===== config.mk =====
export PLATFORM = sky130hd
export DESIGN_NAME = rr_arb_mux_flat
export DESIGN_NICKNAME = d
export VERILOG_FILES = /design/src/rtl/rr_arb_mux_if.sv /design/src/rtl/rr_arb_mux.sv /design/src/flat_wrapper.sv
export SDC_FILE = /design/constraint.sdc
export NUM_CORES = 1
export LEC_CHECK = 0
export BUFFER_PORTS_ARGS = -buffer_cell sky130_fd_sc_hd__buf_4
export CORE_AREA = 10 10 63 65
export CTS_CLUSTER_SIZE = 25
export DETAILED_ROUTE_END_ITERATION = 6
export DIE_AREA = 0 0 73 75
export HOLD_SLACK_MARGIN = 0.12
export PLACE_DENSITY_LB_ADDON = 0.3
export SETUP_SLACK_MARGIN = 0.1
export SLEW_MARGIN = 10
export SYNTH_ARGS = -nofsm -noshare
export SYNTH_HDL_FRONTEND = slang
export SYNTH_SLANG_ARGS = --single-unit

===== constraint.sdc =====
create_clock -name clock -period 9.96 [get_ports clock]
set_clock_uncertainty 0.15 [all_clocks]
set_input_delay 2.49 -clock clock [delete_from_list [all_inputs] [get_ports clock]]
set_output_delay 2.49 -clock clock [all_outputs]
set_load 0.01 [all_outputs]

===== src/rtl/rr_arb_mux_if.sv =====
// rr_arb_mux_if: valid/ready bundle between CH producers and one registered
// consumer port of rr_arb_mux.
//   in_data   CH*WIDTH  channel i in bits [i*WIDTH +: WIDTH]
//   in_valid  CH        channel i presents a beat
//   in_ready  CH        channel i beat accepted this cycle
//   in_last   CH        last beat of a packet (only with RR_ARB_LOCK_EN)
//   out_data  WIDTH     registered selected data
//   out_ch    SELW      registered source channel index
//   out_valid 1         output register holds a beat
//   out_ready 1         consumer takes the output beat this cycle
// Modports: master = producer/consumer side, slave = arbiter side.
interface rr_arb_mux_if #(
  parameter int WIDTH = 5,
  parameter int CH    = 4,
  parameter int SELW  = 2
);
  logic [CH*WIDTH-1:0] in_data;
  logic [CH-1:0]       in_valid;
  logic [CH-1:0]       in_ready;
`ifdef RR_ARB_LOCK_EN
  logic [CH-1:0]       in_last;
`endif
  logic [WIDTH-1:0]    out_data;
  logic [SELW-1:0]     out_ch;
  logic                out_valid;
  logic                out_ready;

`ifdef RR_ARB_LOCK_EN
  modport master (output in_data, in_valid, in_last, out_ready,
                  input  in_ready, out_data, out_ch, out_valid);
  modport slave  (input  in_data, in_valid, in_last, out_ready,
                  output in_ready, out_data, out_ch, out_valid);
`else
  modport master (output in_data, in_valid, out_ready,
                  input  in_ready, out_data, out_ch, out_valid);
  modport slave  (input  in_data, in_valid, out_ready,
                  output in_ready, out_data, out_ch, out_valid);
`endif
endinterface


===== src/rtl/rr_arb_mux.sv =====
// rr_arb_mux: round-robin arbiter muxing CH valid/ready channels of WIDTH
// bits onto one registered output (latency 1, one beat per cycle).
// Ports:
//   clock  rising-edge clock
//   reset  synchronous, active-high
//   bus    rr_arb_mux_if.slave (channel inputs, registered output)
// Optional: define RR_ARB_LOCK_EN to add in_last and hold the grant on one
// channel until the last beat of its packet has transferred.
module rr_arb_mux #(
  parameter int WIDTH = 5,
  parameter int CH    = 4,
  parameter int SELW  = 2
) (
  input  logic        clock,
  input  logic        reset,
  rr_arb_mux_if.slave bus
);

  logic [SELW-1:0]  ptr;
  logic             load;
  logic [CH-1:0]    grant;
  logic             gnt_any;
  logic [SELW-1:0]  gnt_idx;
  logic [SELW-1:0]  gnt_next;
  logic [WIDTH-1:0] gnt_data;
  logic [SELW-1:0]  cidx;
  int               cand;

`ifdef RR_ARB_LOCK_EN
  logic             lock;
  logic [SELW-1:0]  lock_ch;
`endif

  // Output register can take a beat when empty or being drained this cycle.
  assign load = ~bus.out_valid | bus.out_ready;

  // First valid channel at or after ptr wins; while locked the search is
  // pinned to lock_ch so no other channel can slip in.
  always_comb begin
    grant    = '0;
    gnt_any  = 1'b0;
    gnt_idx  = '0;
    gnt_data = '0;
    cand     = 0;
    cidx     = '0;
    for (int k = 0; k < CH; k++) begin
      cand = (int'(ptr) + k) % CH;
      cidx = SELW'(cand);
`ifdef RR_ARB_LOCK_EN
      if (lock) cidx = lock_ch;
`endif
      if (!gnt_any && bus.in_valid[cidx]) begin
        gnt_any     = 1'b1;
        grant[cidx] = 1'b1;
        gnt_idx     = cidx;
        gnt_data    = WIDTH'(bus.in_data >> (cidx * WIDTH));
      end
    end
  end

  assign gnt_next     = (gnt_idx == SELW'(CH - 1)) ? '0 : gnt_idx + 1'b1;
  assign bus.in_ready = grant & {CH{load & ~reset}};

  always_ff @(posedge clock) begin
    if (reset) begin
      bus.out_valid <= 1'b0;
      bus.out_data  <= '0;
      bus.out_ch    <= '0;
      ptr           <= '0;
`ifdef RR_ARB_LOCK_EN
      lock          <= 1'b0;
      lock_ch       <= '0;
`endif
    end else if (load) begin
      bus.out_valid <= gnt_any;
      if (gnt_any) begin
        bus.out_data <= gnt_data;
        bus.out_ch   <= gnt_idx;
`ifdef RR_ARB_LOCK_EN
        // Priority only rotates once a whole packet has gone through.
        if (bus.in_last[gnt_idx]) begin
          lock <= 1'b0;
          ptr  <= gnt_next;
        end else begin
          lock    <= 1'b1;
          lock_ch <= gnt_idx;
        end
`else
        ptr <= gnt_next;
`endif
      end
    end
  end

endmodule


===== src/flat_wrapper.sv =====
// flat-port wrapper written by rule: the top's interface ports become plain ports
module rr_arb_mux_flat 
#(
  parameter int WIDTH = 5,
  parameter int CH    = 4,
  parameter int SELW  = 2
)
  (clock, reset, bus_in_data, bus_in_valid, bus_out_ready, bus_in_ready, bus_out_data, bus_out_ch, bus_out_valid);
  rr_arb_mux_if #(.WIDTH(WIDTH), .CH(CH), .SELW(SELW)) bus_i ();
  input  logic clock;
  input  logic reset;
  input wire logic [$bits(bus_i.in_data)-1:0] bus_in_data;
  input wire logic [$bits(bus_i.in_valid)-1:0] bus_in_valid;
  input wire logic [$bits(bus_i.out_ready)-1:0] bus_out_ready;
  output wire logic [$bits(bus_i.in_ready)-1:0] bus_in_ready;
  output wire logic [$bits(bus_i.out_data)-1:0] bus_out_data;
  output wire logic [$bits(bus_i.out_ch)-1:0] bus_out_ch;
  output wire logic [$bits(bus_i.out_valid)-1:0] bus_out_valid;
  assign bus_i.in_data = bus_in_data;
  assign bus_i.in_valid = bus_in_valid;
  assign bus_i.out_ready = bus_out_ready;
  assign bus_in_ready = bus_i.in_ready;
  assign bus_out_data = bus_i.out_data;
  assign bus_out_ch = bus_i.out_ch;
  assign bus_out_valid = bus_i.out_valid;
  rr_arb_mux #(.WIDTH(WIDTH), .CH(CH), .SELW(SELW)) u_core (.clock(clock), .reset(reset), .bus(bus_i));
endmodule

==> results of run 1 <==
-- registers in the layout, indices dropped and copies added, names as in the netlist, named ones only --
signal,count
u_core.bus.out_ch,2
u_core.bus.out_data,5
u_core.bus.out_valid,1
u_core.ptr,1
-- cell type report --
cell class,count,share of cell area
Clock buffer,4,0.0201
Inverter,8,0.0166
Multi-Input combinational cell,142,0.669
Sequential cell,10,0.111
Tap cell,31,0.0214
Timing Repair Buffer,39,0.162
-- cell usage in the layout, fill, tap and decap left out, types with 3 or more instances in the layout --
cell      instances
nor2_1           12
ha_1              6
a211o_1           5
nand3_1           5
clkbuf_4          3
mux4_2           15
mux2i_1          12
nor2b_1           3
a21oi_1           5
a221o_1           4
inv_1             7
a211oi_1          6
dfxtp_1          10
buf_4            39
nand2_1          28
o21ai_0          13
a311oi_1          9
-- metrics by stage --
step                      area, µm²  power [mW]  cells  setup WS, ns   util
after floorplan                1540       0.356    177          3.39      -
after global placement         1770       0.419    230          3.30  0.654
after detailed placement       1770       0.426    230          3.23  0.654
after CTS                      1810       0.465    234          3.23  0.668
after global routing           1810       0.504    234          3.10  0.668
final                          1810       0.464    234          3.19  0.668
-- worst min-delay path, cell delays in order, from the launching register on --
cell and delay (ns):
dfxtp_1 0.33, mux2i_1 0.07, nor2_1 0.07
-- cell families (layout without fill, tap and decap cells) --
family / after synthesis / in the layout
buffers and inverters: 25 / 51
and+or+nand+nor: 55 / 55
DFF: 10 / 10
xor gates and xnor gates: 1 / 1
AOI/OAI and AO/OA: 52 / 52
adders and majority gates: 6 / 6
muxes: 28 / 28
-- routing by layer --
metal | part of all wire | up-vias | GRT usage
li1 | - | 736 | -
met1 | 0.42 | 725 | 0.192
met4 | 0.0048 | 0 | 0.0443
met3 | 0.10 | 4 | 0.0315
met2 | 0.48 | 80 | 0.234
met5 | 0 | - | 0
-- worst paths after layout --
check / startpoint / end / slack (ns)
worst max-delay path: bus_in_valid[2] / bus_in_ready[2] / 3.19
worst min-delay path: u_core.bus.out_ch[1]$_SDFFE_PP0P_ / u_core.bus.out_ch[1]$_SDFFE_PP0P_ / 0.35
worst max register to register: u_core.ptr[1]$_SDFFE_PP0P_ / u_core.bus.out_data[1]$_SDFFE_PP0P_ / 6.04
worst min register to register: u_core.bus.out_ch[1]$_SDFFE_PP0P_ / u_core.bus.out_ch[1]$_SDFFE_PP0P_ / 0.35
-- power groups by stage --
stage	registers (mW)	clock network [mW]	logic [mW]
after floorplan	0.0722	0	0.284
after global placement	0.0684	0	0.350
after detailed placement	0.0691	0	0.357
after CTS	0.0687	0.0377	0.359
after global routing	0.0712	0.0398	0.393
final	0.0684	0.0359	0.360
==> parameters.txt, run 1 <==
Parameter                              Value

Logic synthesis
  Number of synthesized flops with an enable pin ... 0
  Synth warnings ... 0
  Share of synthesized area spent on multiplexers ... 0.314
  Area fraction in and, or, nand and nor cells after synthesis ... 0.161
  Cell count after synthesis ... 177
  Async set-or-reset flop fraction in the synthesized netlist ... 0
  Leading cell type by number of instances after synthesis ... nand2_1
  Compound-Gate Fraction of Synth Area ... 0.255
  Area share of the largest cell type after synthesis ... 0.219
  Flip-flop and latch count after synthesis ... 10
  Most area-consuming cells after synthesis ... mux4_2 22%, dfxtp_1 13%, mux2i_1 7.8%, nand2_1 6.8%, a311oi_1 5.1%
  Xor/xnor share of the synthesized area ... 0.00567
  Proportion of synthesized chip area in sequential cells ... 0.130
  Netlist area before placement ... ~1500 µm²
  Top cell type by total area after synthesis ... mux4_2
  Syn nets ... 210
  Leading post-synthesis cells by instance count ... 28 x nand2_1, 15 x mux4_2, 13 x o21ai_0
  Avg Synthesized Cell Area ... roughly 8.7 µm²
  Main synth FF type ... dfxtp_1
  Largest family of logic cells by synthesized area ... multiplexers
  Synthesized-area fraction occupied by adder cells ... 0.0486
  Number of different library cells in the post-synthesis netlist ... 40

CTS
  Clock sink count ... 10
  Clock latency reported for the late side of the worst-skew pair ... 0.26 ns
  PostCTS Resize Cnt ... 0
  Num CTS Buffers ... 3
  Clk slew on worst S/H paths ... 0.06 ns
  Max Root-Sink Buffers ... 2
  Max H-tree Level ... 1
  Cts-stage hold buffer count ... 0
  CTS root buf ... clkbuf_4
  CTS tree ... yes
  Post-CTS setup buffers ... 0

Pwr
  Switching part of the total power ... 0.465
  Power density of the placed cells ... 257 nW/µm²
  Internal power consumption ... 0.248 mW
  Net Switching ... 0.216 mW
  Clock power frac ... 0.077
  VDD IR-drop max ... 0.182 mV
  Fraction of power consumed by sequential logic ... 0.147
  P_leak ... 0.756 nW
  Logic gate share of total power ... 0.775

Worst setup path
  Max FO, Critical Path ... 12
  Endpoint class of the critical path ... primary output
  WP buf/inv ... 2
  Startpoint kind of the worst setup timing path ... input port
  Cell family with the largest share of critical-path delay ... multiplexers
  Required time of the critical path ... 7.32 ns
  R2R depth ... 7
  Ordered list of cells on the worst path ... buf_4, mux4_2, nor2b_4, a221o_1, o21ai_0, a21oi_1, buf_4
  Most Frequent Cell on Critical Path ... buf_4
  Data arrival, critical path ... 4.13 ns
  Cell depth of the worst setup path ... 7
  Slowest cell delay on critical path ... 0.62 ns
  Cell with the largest stage delay on the worst path ... mux4_2
  Category of the critical setup timing path ... input port to primary output

Route
  Routed Antenna Nets ... 0
  Final wirelength ... 3990 µm
  Total DRC errors in the routed layout ... 0
  Per-cell via count in the routed design ... approximately 6.6
  Average detailed-routed wire length per instance ... 17.1 µm
  Number of optimization iterations in the first detailed-route pass ... 4
  DRC marker count from the first detailed-route iteration ... between 100 and 150
  Total number of vias ... 1545

Global routing
  Via count of the first global-routing pass ... 1446
  Largest net degree at the start of global routing ... 35
  Grt total ovfl ... 0
  Global-route wire length before repair ... between 6000 and 7000 µm
  Overall global routing resource usage ... 0.146
  Antenna violations before repair ... 0

Final layout
  Sequential cell area ... 200 µm²
  Filler Cells Inserted ... 240
  Total area of multi-input combinational cells ... approximately 1200 µm²
  Nets@finish ... 237
  Number of antenna cells inserted ... 0
  Proportion of layout cells with a drive suffix above 1 ... 0.310
  Area growth, synth to finish ... 17.2%

Min path
  Cell depth of the worst min-delay path ... 2
  Path class of the lowest-slack min-delay path ... register to register

STA
  Fmax achieved ... 0.148 GHz
  Total of endpoints with negative setup slack in the final report ... 0
  Ratio of final minimum period to clock period ... 0.680
  Final count of pins violating max slew ... 0
  Time the worst path needs with I/O delays and setup ... 6.77 ns
  Fin. Hold Viols ... 0
  Setup repair after global routing missed its margin ... false
  Smallest hold slack ... 0.349 ns
  Transition at the pin with the smallest max-transition slack ... roughly 0.77 ns
  Sum Neg Setup Slack ... 0 ns
  Remaining max-slew budget at the tightest pin ... 0.487

Die
  Floorplan core area ... between 2000 and 3000 µm²
  Starting Density ... 0.570
  DIE AREA ... 5480 µm²
  Vertical extent of the die ... 75 µm
  Std-Cell Rows ... 19
  Horizontal die dimension ... 73 µm
  # IOs ... 39

Place
  Final HPWL DP ... between 3000 and 4000 µm
  Final Wtd Congestion ... 0.875
  Number of buffer cells added on primary ports ... 38

Outcome
  Outcome ... finished clean

Job
  Max Cap Viol ... 0
Power figures use the tool's default switching activity.
==> run 2, diff against run 1 <==
- CORE_AREA: 10 10 63 65 -> 10 10 65 67
- DIE_AREA: 0 0 73 75 -> 0 0 75 77
- clock period: 9.96 -> 6.5 ns (I/O delays scaled with it)
==> parameters.txt, run 2 (synthesized netlist as in run 1, its figures left out) <==
Parameter                              Value

Outcome
  Outcome ... finished clean

CTS
  PostCTS Resize Cnt ... 0
  Post-CTS setup buffers ... 0
  CTS tree ... yes
  CTS root buf ... clkbuf_4
  Clk slew on worst S/H paths ... 0.07 ns
  Max H-tree Level ... 1
  Max Root-Sink Buffers ... 2
  Clock sink count ... 10
  Cts-stage hold buffer count ... 0
  Clock latency reported for the late side of the worst-skew pair ... approximately 0.27 ns
  Num CTS Buffers ... 3

Die
  Starting Density ... 0.518
  # IOs ... 39
  Vertical extent of the die ... between 70 and 80 µm
  Horizontal die dimension ... ~75 µm
  Std-Cell Rows ... 20
  Floorplan core area ... 2980 µm²
  DIE AREA ... 5780 µm²

Final layout
  Final core area utilization ... 0.608
  Largest register by flop count ... u_core.bus.out_data
  Filler Cells Inserted ... 270
  Commonest non-fill, non-tap cells in the layout ... 39 x buf_4, 28 x nand2_1, 15 x mux4_2
  Flip-flop count of the largest register, all copies and words added ... 5
  Proportion of layout cells with a drive suffix above 1 ... 0.310
  Area growth, synth to finish ... 17.3%
  Largest registers ... u_core.bus.out_data (5), u_core.bus.out_ch (2)
  Nets@finish ... 237
  Number of antenna cells inserted ... 0
  Most common library cell in the layout ignoring fill and taps ... buf_4

Place
  Final Wtd Congestion ... 0.915
  Number of buffer cells added on primary ports ... 38
  Final HPWL DP ... 3290 µm

Worst setup path
  Category of the critical setup timing path ... register to primary output
  Data arrival, critical path ... 3.76 ns
  Endpoint class of the critical path ... primary output
  Max FO, Critical Path ... 20
  Required time of the critical path ... 4.72 ns
  Startpoint kind of the worst setup timing path ... register

Global routing
  Grt total ovfl ... 0
  Overall global routing resource usage ... 0.142
  Antenna violations before repair ... 0
  Via count of the first global-routing pass ... approximately 1500
  Global-route wire length before repair ... 6870 µm
  Largest net degree at the start of global routing ... 35

STA
  Sum Neg Setup Slack ... 0 ns
  Transition at the pin with the smallest max-transition slack ... 0.750 ns
  Remaining max-slew budget at the tightest pin ... 0.500
  Setup repair after global routing missed its margin ... false
  Total of endpoints with negative setup slack in the final report ... 0
  Ratio of final minimum period to clock period ... 0.852
  Smallest hold slack ... 0.349 ns
  Fin. Hold Viols ... 0
  Final count of pins violating max slew ... 0
  Time the worst path needs with I/O delays and setup ... 5.54 ns
  Fmax achieved ... 0.181 GHz

Pwr
  Power density of the placed cells ... 395 nW/µm²
  Total Power Consumption ... 0.715 mW
  Internal power consumption ... 0.381 mW
  P_leak ... 0.756 nW
  Logic gate share of total power ... 0.775
  Clock power frac ... 0.080
  VDD IR-drop max ... 0.182 mV
  Net Switching ... 0.335 mW
  Fraction of power consumed by sequential logic ... 0.145
  Switching part of the total power ... 0.468

Min path
  Path class of the lowest-slack min-delay path ... register to register

Job
  Max Cap Viol ... 0

Route
  DRC marker count from the first detailed-route iteration ... 104
  Total number of vias ... 1522
  Final wirelength ... a little over 4000 µm
  Average detailed-routed wire length per instance ... 17.4 µm
  Number of optimization iterations in the first detailed-route pass ... 4
  Per-cell via count in the routed design ... 6.45
  Total DRC errors in the routed layout ... 0
  Routed Antenna Nets ... 0
## run 2: metal layers
layer  part of all wire  GRT usage  routed length [µm]  up-vias
met5                  0          0                   0        -
met4              0.011     0.0398                  46        0
met3              0.073     0.0206                 301        7
met2               0.49      0.234                2010       71
met1               0.43      0.183                1760      713
li1                   -          -                   -      731
## run 2: worst paths after layout
path / end / from / slack [ns] / cells past startpoint
setup / recovery: bus_in_ready[0] / u_core.ptr[1]$_SDFFE_PP0P_ / 0.96 / 8
setup reg to reg: u_core.bus.out_data[4]$_SDFFE_PP0P_ / u_core.ptr[1]$_SDFFE_PP0P_ / 2.75 / 7
hold / removal: u_core.bus.out_data[2]$_SDFFE_PP0P_ / u_core.bus.out_data[2]$_SDFFE_PP0P_ / 0.35 / 2
hold reg to reg: u_core.bus.out_data[2]$_SDFFE_PP0P_ / u_core.bus.out_data[2]$_SDFFE_PP0P_ / 0.35 / 2
## run 2: area by class of cell
type,instances,area [µm²],area share
Multi-Input combinational cell,142,1210,0.669
Timing Repair Buffer,39,293,0.162
Sequential cell,10,200,0.110
Tap cell,33,41.3,0.0228
Clock buffer,4,36.3,0.0200
Inverter,8,30.0,0.0166
## run 2: metrics by stage
step	setup slack, ns	cell area, µm²	cells
after floorplan	1.66	1540	177
after global placement	1.54	1780	232
after detailed placement	1.28	1780	232
after CTS	0.980	1810	236
after global routing	0.712	1810	236
final	0.964	1810	236
## run 2: power groups by stage
stage          Clock [mW]  Combinational [mW]  Sequential (mW)
3_5_place_dp            0               0.549            0.106
3_3_place_gp            0               0.535            0.103
5_1_grt            0.0591               0.604            0.109
4_1_cts            0.0571               0.552            0.104
2_1_floorplan           0               0.434            0.111
6_report           0.0572               0.554            0.104
## run 2: critical path, cell delays in order, from the launching register on
cell and delay (ns):
dfxtp_1 0.74, inv_1 0.39, ha_1 0.89, mux4_2 0.55, nor2b_4 0.30, a221o_1 0.20
o21ai_0 0.09, a21oi_1 0.18, buf_4 0.15
